File: config.mk
export PLATFORM = sky130hd
export DESIGN_NAME = core_pipe_mem
export DESIGN_NICKNAME = d
export VERILOG_FILES = /design/src/rtl/core_pipe_mem_pkg.sv /design/src/rtl/core_lsu_align.sv /design/src/rtl/core_pipe_mem.sv
export SDC_FILE = /design/constraint.sdc
export NUM_CORES = 1
export LEC_CHECK = 0
export CORE_AREA = 2 2 280 282
export CTS_CLUSTER_DIAMETER = 100
export CTS_CLUSTER_SIZE = 25
export DETAILED_ROUTE_END_ITERATION = 8
export DIE_AREA = 0 0 282 284
export SYNTH_ARGS = -nofsm -noshare
export SYNTH_HDL_FRONTEND = slang
export SYNTH_SLANG_ARGS = --single-unit
File: constraint.sdc
create_clock -name g_clk -period 8.83 [get_ports g_clk]
set_input_delay 2.2075 -clock g_clk [delete_from_list [all_inputs] [get_ports g_clk]]
set_output_delay 2.2075 -clock g_clk [all_outputs]
set_load 0.02 [all_outputs]
File: src/rtl/core_pipe_mem_pkg.sv
// Shared definitions for the memory-issue stage: operand widths, LSU op encoding, trap causes.
package core_pipe_mem_pkg;

  localparam int unsigned CSR_OP_W = 3;
  localparam int unsigned CFU_OP_W = 4;
  localparam int unsigned WB_OP_W  = 2;
  localparam int unsigned LSU_OP_W = 7;

  // One-hot bit positions of s3_lsu_op
  localparam int unsigned LSU_LOAD   = 0;
  localparam int unsigned LSU_STORE  = 1;
  localparam int unsigned LSU_BYTE   = 2;
  localparam int unsigned LSU_HALF   = 3;
  localparam int unsigned LSU_WORD   = 4;
  localparam int unsigned LSU_DOUBLE = 5;
  localparam int unsigned LSU_SEXT   = 6;

  localparam logic [1:0] SIZE_BYTE   = 2'd0;
  localparam logic [1:0] SIZE_HALF   = 2'd1;
  localparam logic [1:0] SIZE_WORD   = 2'd2;
  localparam logic [1:0] SIZE_DOUBLE = 2'd3;

  localparam logic [4:0] TRAP_LDMISALIGN = 5'd4;
  localparam logic [4:0] TRAP_LDACCESS   = 5'd5;
  localparam logic [4:0] TRAP_STMISALIGN = 5'd6;

  typedef enum logic [1:0] {StIdle, StReq, StDrain} mem_state_e;

  function automatic logic [LSU_OP_W-1:0] lsu_encode(input logic       load,
                                                     input logic       store,
                                                     input logic       sext,
                                                     input logic [1:0] size);
    logic [LSU_OP_W-1:0] op;
    op = '0;
    if (load || store) begin
      op[LSU_LOAD]  = load;
      op[LSU_STORE] = store;
      op[LSU_SEXT]  = sext;
      unique case (size)
        SIZE_BYTE: op[LSU_BYTE]   = 1'b1;
        SIZE_HALF: op[LSU_HALF]   = 1'b1;
        SIZE_WORD: op[LSU_WORD]   = 1'b1;
        default:   op[LSU_DOUBLE] = 1'b1;
      endcase
    end
    return op;
  endfunction

endpackage

File: src/rtl/core_lsu_align.sv
// Combinational store alignment: byte strobes, lane-shifted write data and misalignment detect.
module core_lsu_align
  import core_pipe_mem_pkg::*;
(
  input  logic        mem_op_i,
  input  logic [1:0]  size_i,
  input  logic [2:0]  offset_i,
  input  logic [63:0] wdata_i,
  output logic [7:0]  strb_o,
  output logic [63:0] wdata_o,
  output logic        misaligned_o
);

  logic [7:0] mask;

  always_comb begin
    mask = 8'h00;
    unique case (size_i)
      SIZE_BYTE: mask = 8'h01;
      SIZE_HALF: mask = 8'h03;
      SIZE_WORD: mask = 8'h0F;
      default:   mask = 8'hFF;
    endcase
  end

  assign strb_o  = mask << offset_i;
  assign wdata_o = wdata_i << {offset_i, 3'b000};

  assign misaligned_o = mem_op_i &&
                        ((offset_i[0] && (size_i >= SIZE_HALF)) ||
                         (offset_i[1] && (size_i >= SIZE_WORD)) ||
                         (offset_i[2] && (size_i == SIZE_DOUBLE)));

endmodule

File: src/rtl/core_pipe_mem.sv
// Memory-issue stage: issues the data request, detects misalignment and fills the s3 register
// so that the memory response lands in the cycle writeback owns the instruction.
module core_pipe_mem
  import core_pipe_mem_pkg::*;
#(
  parameter int unsigned XLEN       = 64,
  parameter int unsigned MEM_ADDR_W = 64
) (
  input  logic                  g_clk,
  input  logic                  g_resetn,
  input  logic                  flush,
  input  logic                  s2_valid,
  output logic                  s2_ready,
  input  logic [XLEN-1:0]       s2_pc,
  input  logic [XLEN-1:0]       s2_n_pc,
  input  logic [31:0]           s2_instr,
  input  logic [4:0]            s2_rd,
  input  logic [XLEN-1:0]       s2_addr,
  input  logic [XLEN-1:0]       s2_wdata,
  input  logic                  s2_load,
  input  logic                  s2_store,
  input  logic                  s2_sext,
  input  logic [1:0]            s2_size,
  input  logic [CSR_OP_W-1:0]   s2_csr_op,
  input  logic [CFU_OP_W-1:0]   s2_cfu_op,
  input  logic [WB_OP_W-1:0]    s2_wb_op,
  input  logic [11:0]           s2_csr_addr,
  input  logic                  s2_trap,
  input  logic [4:0]            s2_cause,
  output logic                  dmem_req,
  output logic [MEM_ADDR_W-1:0] dmem_addr,
  output logic                  dmem_wen,
  output logic [7:0]            dmem_strb,
  output logic [63:0]           dmem_wdata,
  input  logic                  dmem_gnt,
  output logic                  s3_valid,
  input  logic                  s3_ready,
  output logic                  s3_full,
  output logic [XLEN-1:0]       s3_pc,
  output logic [XLEN-1:0]       s3_n_pc,
  output logic [31:0]           s3_instr,
  output logic [4:0]            s3_rd,
  output logic [XLEN-1:0]       s3_wdata,
  output logic [LSU_OP_W-1:0]   s3_lsu_op,
  output logic [CSR_OP_W-1:0]   s3_csr_op,
  output logic [11:0]           s3_csr_addr,
  output logic [CFU_OP_W-1:0]   s3_cfu_op,
  output logic [WB_OP_W-1:0]    s3_wb_op,
  output logic                  s3_trap
);

  mem_state_e state_q, state_d;

  logic        mem_op, mis, mem_go, issue, discard, hand_valid, handoff;
  logic [7:0]  al_strb;
  logic [63:0] al_wdata;
  logic [4:0]  rd_sel;

  logic [MEM_ADDR_W-1:0] req_addr_q;
  logic                  req_wen_q;
  logic [7:0]            req_strb_q;
  logic [63:0]           req_wdata_q;

  logic s3_full_q, s3_full_d;

  assign mem_op = s2_load | s2_store;

  core_lsu_align u_align (
    .mem_op_i     (mem_op),
    .size_i       (s2_size),
    .offset_i     (s2_addr[2:0]),
    .wdata_i      (64'(s2_wdata)),
    .strb_o       (al_strb),
    .wdata_o      (al_wdata),
    .misaligned_o (mis)
  );

  assign mem_go = mem_op & ~mis & ~s2_trap;

  always_comb begin
    state_d    = state_q;
    issue      = 1'b0;
    discard    = 1'b0;
    hand_valid = 1'b0;
    unique case (state_q)
      StIdle: begin
        issue = s2_valid & mem_go & s3_ready & ~flush;
        if (flush) begin
          discard = 1'b1;
        end else if (s2_valid) begin
          if (!mem_go) begin
            hand_valid = 1'b1;
          end else if (issue) begin
            if (dmem_gnt) hand_valid = 1'b1;
            else          state_d    = StReq;
          end
        end
      end
      StReq: begin
        if (dmem_gnt) begin
          if (flush) discard    = 1'b1;
          else       hand_valid = 1'b1;
          state_d = StIdle;
        end else if (flush) begin
          state_d = StDrain;
        end
      end
      StDrain: begin
        // Flushed request must still complete before the slot is freed
        if (dmem_gnt) begin
          discard = 1'b1;
          state_d = StIdle;
        end
      end
      default: state_d = StIdle;
    endcase
  end

  // Reset masks the request at once so a pending REQ never leaks past reset
  assign dmem_req = g_resetn & (issue | (state_q != StIdle));
  assign s3_valid = g_resetn & hand_valid;
  assign handoff  = s3_valid & s3_ready;
  assign s2_ready = g_resetn & (handoff | discard);

  always_comb begin
    if (state_q == StIdle) begin
      dmem_addr  = {s2_addr[MEM_ADDR_W-1:3], 3'b000};
      dmem_wen   = s2_store;
      dmem_strb  = al_strb;
      dmem_wdata = al_wdata;
    end else begin
      dmem_addr  = req_addr_q;
      dmem_wen   = req_wen_q;
      dmem_strb  = req_strb_q;
      dmem_wdata = req_wdata_q;
    end
  end

  always_comb begin
    if (s2_trap)  rd_sel = s2_cause;
    else if (mis) rd_sel = s2_store ? TRAP_STMISALIGN : TRAP_LDMISALIGN;
    else          rd_sel = s2_rd;
  end

  always_comb begin
    if (handoff)                 s3_full_d = 1'b1;
    else if (flush || s3_ready)  s3_full_d = 1'b0;
    else                         s3_full_d = s3_full_q;
  end

  always_ff @(posedge g_clk) begin
    if (state_q == StIdle && issue) begin
      req_addr_q  <= {s2_addr[MEM_ADDR_W-1:3], 3'b000};
      req_wen_q   <= s2_store;
      req_strb_q  <= al_strb;
      req_wdata_q <= al_wdata;
    end
  end

  always_ff @(posedge g_clk) begin
    if (!g_resetn) begin
      state_q     <= StIdle;
      s3_full_q   <= 1'b0;
      s3_pc       <= '0;
      s3_n_pc     <= '0;
      s3_instr    <= '0;
      s3_rd       <= '0;
      s3_wdata    <= '0;
      s3_lsu_op   <= '0;
      s3_csr_op   <= '0;
      s3_csr_addr <= '0;
      s3_cfu_op   <= '0;
      s3_wb_op    <= '0;
      s3_trap     <= 1'b0;
    end else begin
      state_q   <= state_d;
      s3_full_q <= s3_full_d;
      if (handoff) begin
        s3_pc       <= s2_pc;
        s3_n_pc     <= s2_n_pc;
        s3_instr    <= s2_instr;
        s3_rd       <= rd_sel;
        s3_wdata    <= mem_op ? s2_addr : s2_wdata;
        s3_lsu_op   <= lsu_encode(s2_load, s2_store, s2_sext, s2_size);
        s3_csr_op   <= s2_csr_op;
        s3_csr_addr <= s2_csr_addr;
        s3_cfu_op   <= s2_cfu_op;
        s3_wb_op    <= s2_wb_op;
        s3_trap     <= s2_trap | mis;
      end
    end
  end

  assign s3_full = s3_full_q;

endmodule

==> flow_metrics.py, run 1 <==
metrics = {
    "outcome": {
        "status": "complete, no violations",
    },
    "timing": {
        "worstMarginPinSlew_ns": 1.28,
        "final-max-slew-violation-count": 0,
        "setup_viol": 0,
        "tns_ns": 0,
        "final-hold-violation-count": 0,
        "fin_crit_sh_pct": 80.7,
        "fmax_mhz": 140,
        "rsz0062_at_grt": "no",
        "fin_skew_ns": 0.0246,
        "slew_headroom_pct": 14.5,
        "fin_crit_ns": 7.12,
    },
    "synth": {
        "yosysTopAreaCell": "dfxtp_1",
        "syn_avg_cell_area_um2": 8.79,
        "synth.most_common_cell": "nand2_1",
        "synthDistinctLibCells": 48,
        "ys_seq_area_share_pct": 52.7,
        "ys.flop_type": "dfxtp_1",
        "yosys-top-cells-area": "dfxtp_1 30%, edfxtp_1 23%, nand2_1 16%",
        "syn_inst": 1996,
        "ys_ff_latch": 395,
        "yosysTopAreaCellShare_pct": 29.8,
        "yosys_warnings": 0,
        "syn_area_um2": 17500,
        "yosys-top-cells-count": "751 x nand2_1, 261 x dfxtp_1, 254 x nand3_1",
        "synth_edf_count": 134,
        "synthArstFlopShare_pct": 0,
    },
    "power_and_ir_drop": {
        "comb_power_share_pct": 19.0,
        "powerDensity_nw_per_um2": 155,
        "p_int_uw": 2900,
        "power_frac_seq_pct": 47.5,
        "total_power_uw": 4110,
        "leakage_uw": 0.0112,
        "vdd_drop_max_uv": 106,
        "power.switching_uw": 1200,
        "swShare_pct": 29.3,
        "clkPwrFrac_pct": 33.5,
    },
    "die": {
        "core-area_um2": 77000,
        "dieArea_um2": 80100,
        "die_w_um": 282,
        "initial_core_util_pct": 22.8,
        "die_h_um": 284,
        "rows": 102,
        "io_pins": 730,
    },
    "route": {
        "vias": 16600,
        "drt_iter0_drc": 1139,
        "routed_wl_um": 77600,
        "drc": 0,
        "vias_per_cell": 4.53,
        "first_pass_iters": 6,
        "post_drt_wl_per_cell_um": 21.2,
        "drtAntennaViolNets": 0,
    },
    "setup_path": {
        "cpMostUsedCell": "buf_4",
        "cp_slowest_cell": "buf_4",
        "crit_path_max_incr_delay_ns": 0.66,
        "cp_data_required_time_ns": 6.62,
        "timing.rr.end": "s3_rd[4]",
        "worst-path-stages": 6,
        "cp_max_fo": 68,
        "worst-path-buf-inv": 3,
        "r2r-start": "state_q[0]",
        "ff2ff_setup_slack_ns": 6.26,
        "cp-start-kind": "primary input",
        "critPathKind": "primary input to output pin",
        "crit_family": "buffers and inverters",
        "crit_end": "dmem_wdata[60]",
        "ff2ff_path_depth": 6,
        "cp-end-kind": "output pin",
        "crit_arrival_ns": 4.91,
        "crit_start": "s2_addr[0]",
        "crit_path_cell_trace": "buf_4 -> buf_4 -> o21ai_1 -> mux2i_1 -> mux2_2 -> clkdlybuf4s50_1",
    },
    "global_routing": {
        "grt_usage_pct": 18.4,
        "grt_pass1_wl_um": 111000,
        "grt_pass1_vias": 15900,
        "antenna_found_initial": 14,
        "gr-total-overflow": 0,
        "grt_max_degree": 198,
    },
    "clock_network": {
        "htree_levels": 1,
        "clock_sinks": 395,
        "insertion_delay_ns": 0.60,
        "cts_tree": "yes",
        "cts_buffers": 25,
        "hold_buffers": 0,
        "clkTransAtPathRegs_ns": 0.08,
        "post_cts_resized": 0,
        "postCtsSetupBuffers": 0,
        "clockBufferDepth": 3,
        "ctsRootBufferMaster": "clkbuf_16",
    },
    "placed_design": {
        "io_buffers": 726,
        "dp_cells": 3614,
        "gp_congestion": 0.837,
        "dp_hpwl_um": 56400,
    },
    "cells_and_area": {
        "fillCellCount": 7992,
        "nNetsFinal": 2932,
        "synthToLayoutAreaGrowth_pct": 50.7,
        "layout-drive-gt1-share_pct": 5.04,
        "final-instance-count-excl-fill": 3660,
    },
    "worst_hold_path": {
        "min_path_type": "flip-flop to flip-flop",
    },
    "flow_run": {
        "max_cap_violations": 0,
    },
}
flip-flops by register name (all words and copies together) (netlist names):
register and cells:
s3_trap 1, req_wdata_q 64, s3_lsu_op 7, req_wen_q 1
s3_n_pc 64, s3_csr_addr 12, s3_full 1, state_q 2
s3_instr 32, s3_pc 64, req_strb_q 8, s3_wdata 64
req_addr_q 61, s3_wb_op 2, s3_csr_op 3, s3_rd 5
s3_cfu_op 4
logic make-up after synthesis:
family | Yosys count | share of synthesized area, %
flops | 395 | 52.7
compound gates | 184 | 8.28
other cells | 1 | 0.0214
simple gates | 1115 | 26.5
mux | 133 | 8.08
buf+inv | 168 | 4.41
worst min-delay path: cells and delay by family, from the launching register on:
kind | cells | cell delay [ns]
AND/OR/NAND/NOR | 2 | 0.11
flip-flops | 1 | 0.32
cell usage in the layout, fill, tap and decap left out, types with 3 or more instances in the layout:
cell type	Yosys	layout
nor2b_1	20	20
nand2b_1	3	3
o21ai_0	6	6
inv_1	3	3
a211oi_1	18	18
nand2_1	751	751
clkbuf_1	84	3
nor3_1	3	3
nor2_1	56	53
mux2i_1	64	64
buf_4	21	14
o211a_1	65	65
a21o_1	9	9
diode_2	0	3
inv_6	0	4
o22ai_1	8	8
clkdlybuf4s50_1	0	722
a21oi_1	20	20
o32ai_1	9	9
a221oi_1	3	3
nand3_1	254	254
buf_12	0	4
dfxtp_1	261	261
o21ai_1	22	22
and2_1	16	16
nor2_4	0	3
edfxtp_1	134	134
mux2_2	61	61
conb_1	1	3
mux2_1	8	8
o31ai_1	10	10
clkbuf_16	0	26
power by group through the flow:
stage	registers [µW]	clock network (µW)	logic, µW
after global placement	1990	0	786
after CTS	1950	1440	790
after global routing	1960	1490	830
after floorplan	2040	0	284
final	1950	1380	780
after detailed placement	1990	0	786
layer usage:
metal / GRT usage [%] / routed length [µm]
met1: 22.0 / 31200
met2: 31.5 / 37400
met3: 5.99 / 6930
met4: 4.60 / 1910
met5: 0 / 187
cell type report:
class / instances / area, µm² / area share (%)
Tap cell: 1040 / 1300 / 4.92
Clock buffer: 29 / 662 / 2.50
Inverter: 3 / 11.3 / 0.0426
Sequential cell: 395 / 9250 / 35.0
Multi-Input combinational cell: 1435 / 7570 / 28.6
Timing Repair Buffer: 741 / 7430 / 28.1
Antenna cell: 3 / 7.51 / 0.0284
Clock inverter: 14 / 218 / 0.823
per-stage QoR:
step                setup slack (ns)  area [µm²]  util, %  hold slack [ns]
floorplan                       1.96       17600        -            0.527
finish                          1.71       26400     34.4            0.456
detailed placement              1.77       25600     33.2            0.444
global placement                1.78       25600     33.2            0.437
global route                    1.55       26400     34.4            0.477
CTS                             1.78       26400     34.4            0.458
worst min path at each step:
stage / startpoint / endpoint / slack [ns] / cells after the start
after global placement: s3_lsu_op[5] / s3_lsu_op[5] / 0.44 / 2
after CTS: s3_pc[49] / s3_pc[49] / 0.46 / 2
after global routing: s3_n_pc[63] / s3_n_pc[63] / 0.48 / 2
after detailed placement: s3_n_pc[32] / s3_n_pc[32] / 0.44 / 2
final: s3_pc[59] / s3_pc[59] / 0.46 / 2
after floorplan: s3_lsu_op[6] / s3_lsu_op[6] / 0.53 / 2
Note: power is estimated with default switching activity, not from simulation.
==> run 2: changes to the inputs <==
--- a/config.mk
+++ b/config.mk
@@ -5,11 +5,11 @@
 export SDC_FILE = /design/constraint.sdc
 export NUM_CORES = 1
 export LEC_CHECK = 0
-export CORE_AREA = 2 2 280 282
+export CORE_AREA = 2 2 283 285
 export CTS_CLUSTER_DIAMETER = 100
 export CTS_CLUSTER_SIZE = 25
 export DETAILED_ROUTE_END_ITERATION = 8
-export DIE_AREA = 0 0 282 284
+export DIE_AREA = 0 0 285 287
 export SYNTH_ARGS = -nofsm -noshare
 export SYNTH_HDL_FRONTEND = slang
 export SYNTH_SLANG_ARGS = --single-unit
==> constraint.sdc (replaced) <==
create_clock -name g_clk -period 7.13 [get_ports g_clk]
set_input_delay 1.7825 -clock g_clk [delete_from_list [all_inputs] [get_ports g_clk]]
set_output_delay 1.7825 -clock g_clk [all_outputs]
set_load 0.02 [all_outputs]
==> flow_metrics.py, run 2 (synthesis gave the netlist of run 1 again) <==
metrics = {
    "outcome": {
        "status": "complete, no violations",
    },
    "power_and_ir_drop": {
        "leakage_uw": 0.0113,
        "total_power_uw": 5120,
        "vdd_drop_max_uv": 159,
        "powerDensity_nw_per_um2": 192,
    },
    "route": {
        "drt_iter0_drc": 1047,
        "routed_wl_um": 77300,
        "drc": 0,
        "first_pass_iters": 5,
        "vias_per_cell": 4.50,
        "vias": 16600,
        "drtAntennaViolNets": 0,
        "post_drt_wl_per_cell_um": 21.0,
    },
    "clock_network": {
        "clockBufferDepth": 3,
        "clock_sinks": 395,
        "clkTransAtPathRegs_ns": 0.09,
        "ctsRootBufferMaster": "clkbuf_16",
        "htree_levels": 1,
        "hold_buffers": 0,
        "post_cts_resized": 0,
        "cts_buffers": 25,
        "insertion_delay_ns": 0.62,
        "cts_tree": "yes",
        "postCtsSetupBuffers": 0,
    },
    "timing": {
        "final-hold-violation-count": 0,
        "setup_viol": 0,
        "fin_crit_sh_pct": 86.1,
        "rsz0062_at_grt": "no",
        "fin_skew_ns": 0.0351,
        "slew_headroom_pct": 14.2,
        "tns_ns": 0,
        "final-max-slew-violation-count": 0,
        "fmax_mhz": 163,
        "worstMarginPinSlew_ns": 1.29,
        "fin_crit_ns": 6.14,
    },
    "placed_design": {
        "gp_congestion": 0.862,
        "dpl-instance-area_um2": 25700,
        "dp_hpwl_um": 57200,
        "dp_cells": 3638,
        "io_buffers": 726,
    },
    "cells_and_area": {
        "stdcell_area_um2": 26600,
        "layout-drive-gt1-share_pct": 5.51,
        "final_cell_mix": "751 x nand2_1, 722 x clkdlybuf4s50_1, 261 x dfxtp_1",
        "final-instance-count-excl-fill": 3683,
        "nNetsFinal": 2946,
        "layout.cells.most_common": "nand2_1",
        "synthToLayoutAreaGrowth_pct": 51.7,
    },
    "setup_path": {
        "cp-end-kind": "output pin",
        "cp_data_required_time_ns": 5.35,
        "crit_arrival_ns": 4.36,
        "critPathKind": "primary input to output pin",
        "cp_max_fo": 46,
        "cp-start-kind": "primary input",
    },
    "global_routing": {
        "antenna_found_initial": 13,
        "grt_usage_pct": 18.0,
        "grt_pass1_wl_um": 112000,
        "gr-total-overflow": 0,
        "grt_pass1_vias": 16400,
        "grt_max_degree": 139,
    },
    "worst_hold_path": {
        "min_path_type": "flip-flop to flip-flop",
    },
    "die": {
        "rows": 103,
        "die_h_um": 287,
        "core-area_um2": 78600,
        "dieArea_um2": 81800,
        "io_pins": 730,
        "initial_core_util_pct": 22.3,
        "die_w_um": 285,
    },
    "flow_run": {
        "max_cap_violations": 0,
    },
}
==> run 2: layer usage <==
| metal | up-vias | global-route usage, % | wire, µm | part of all wire, % |
|---|---|---|---|---|
| met5 | - | 0 | 152 | 0.20 |
| met4 | 22 | 4.80 | 2280 | 2.9 |
| met3 | 109 | 5.22 | 6110 | 7.9 |
| met1 | 7844 | 21.5 | 30700 | 40 |
| met2 | 610 | 31.5 | 38100 | 49 |
| li1 | 7985 | - | - | - |
==> run 2: power breakdown <==
| part | leakage, µW | internal (µW) | switching [µW] | total, µW |
|---|---|---|---|---|
| logic | 0.00754 | 453 | 517 | 971 |
| registers | 0.00336 | 2390 | 27.4 | 2410 |
| clock network | 0.000432 | 785 | 949 | 1730 |
==> run 2: critical path, stage by stage <==
cell and delay [ns]:
buf_4 0.49, buf_4 0.37, mux2_2 0.36, o21ai_1 0.29
mux2i_1 0.17, mux2_2 0.30, clkdlybuf4s50_1 0.56
==> run 2: area by class of cell <==
type / count / area [µm²]
diodes: 2 / 5.00
clock buffers: 30 / 654
clock inverters: 13 / 264
fillers: 8181 / 52000
inverters: 3 / 11.3
multi-input cells: 1435 / 7570
flip-flops and latches: 395 / 9250
well taps: 1050 / 1310
repair buffers: 755 / 7540
==> run 2: path summary, 6_finish.rpt <==
| path | cells past startpoint | slack [ns] | endpoint | startpoint |
|---|---|---|---|---|
| max | 7 | 0.99 | dmem_wdata[57] | s2_addr[1] |
| min | 2 | 0.46 | s3_pc[21] | s3_pc[21] |
| max reg2reg | 7 | 4.59 | s3_wb_op[0] | state_q[0] |
| min reg2reg | 2 | 0.46 | s3_pc[21] | s3_pc[21] |
==> run 2: per-stage QoR <==
step	hold slack [ns]	setup slack, ns	util [%]
after CTS	0.460	0.892	33.8
after global routing	0.472	0.855	33.8
after global placement	0.439	0.925	32.7
after detailed placement	0.444	0.878	32.7
final	0.456	0.988	33.9
after floorplan	0.527	0.684	-
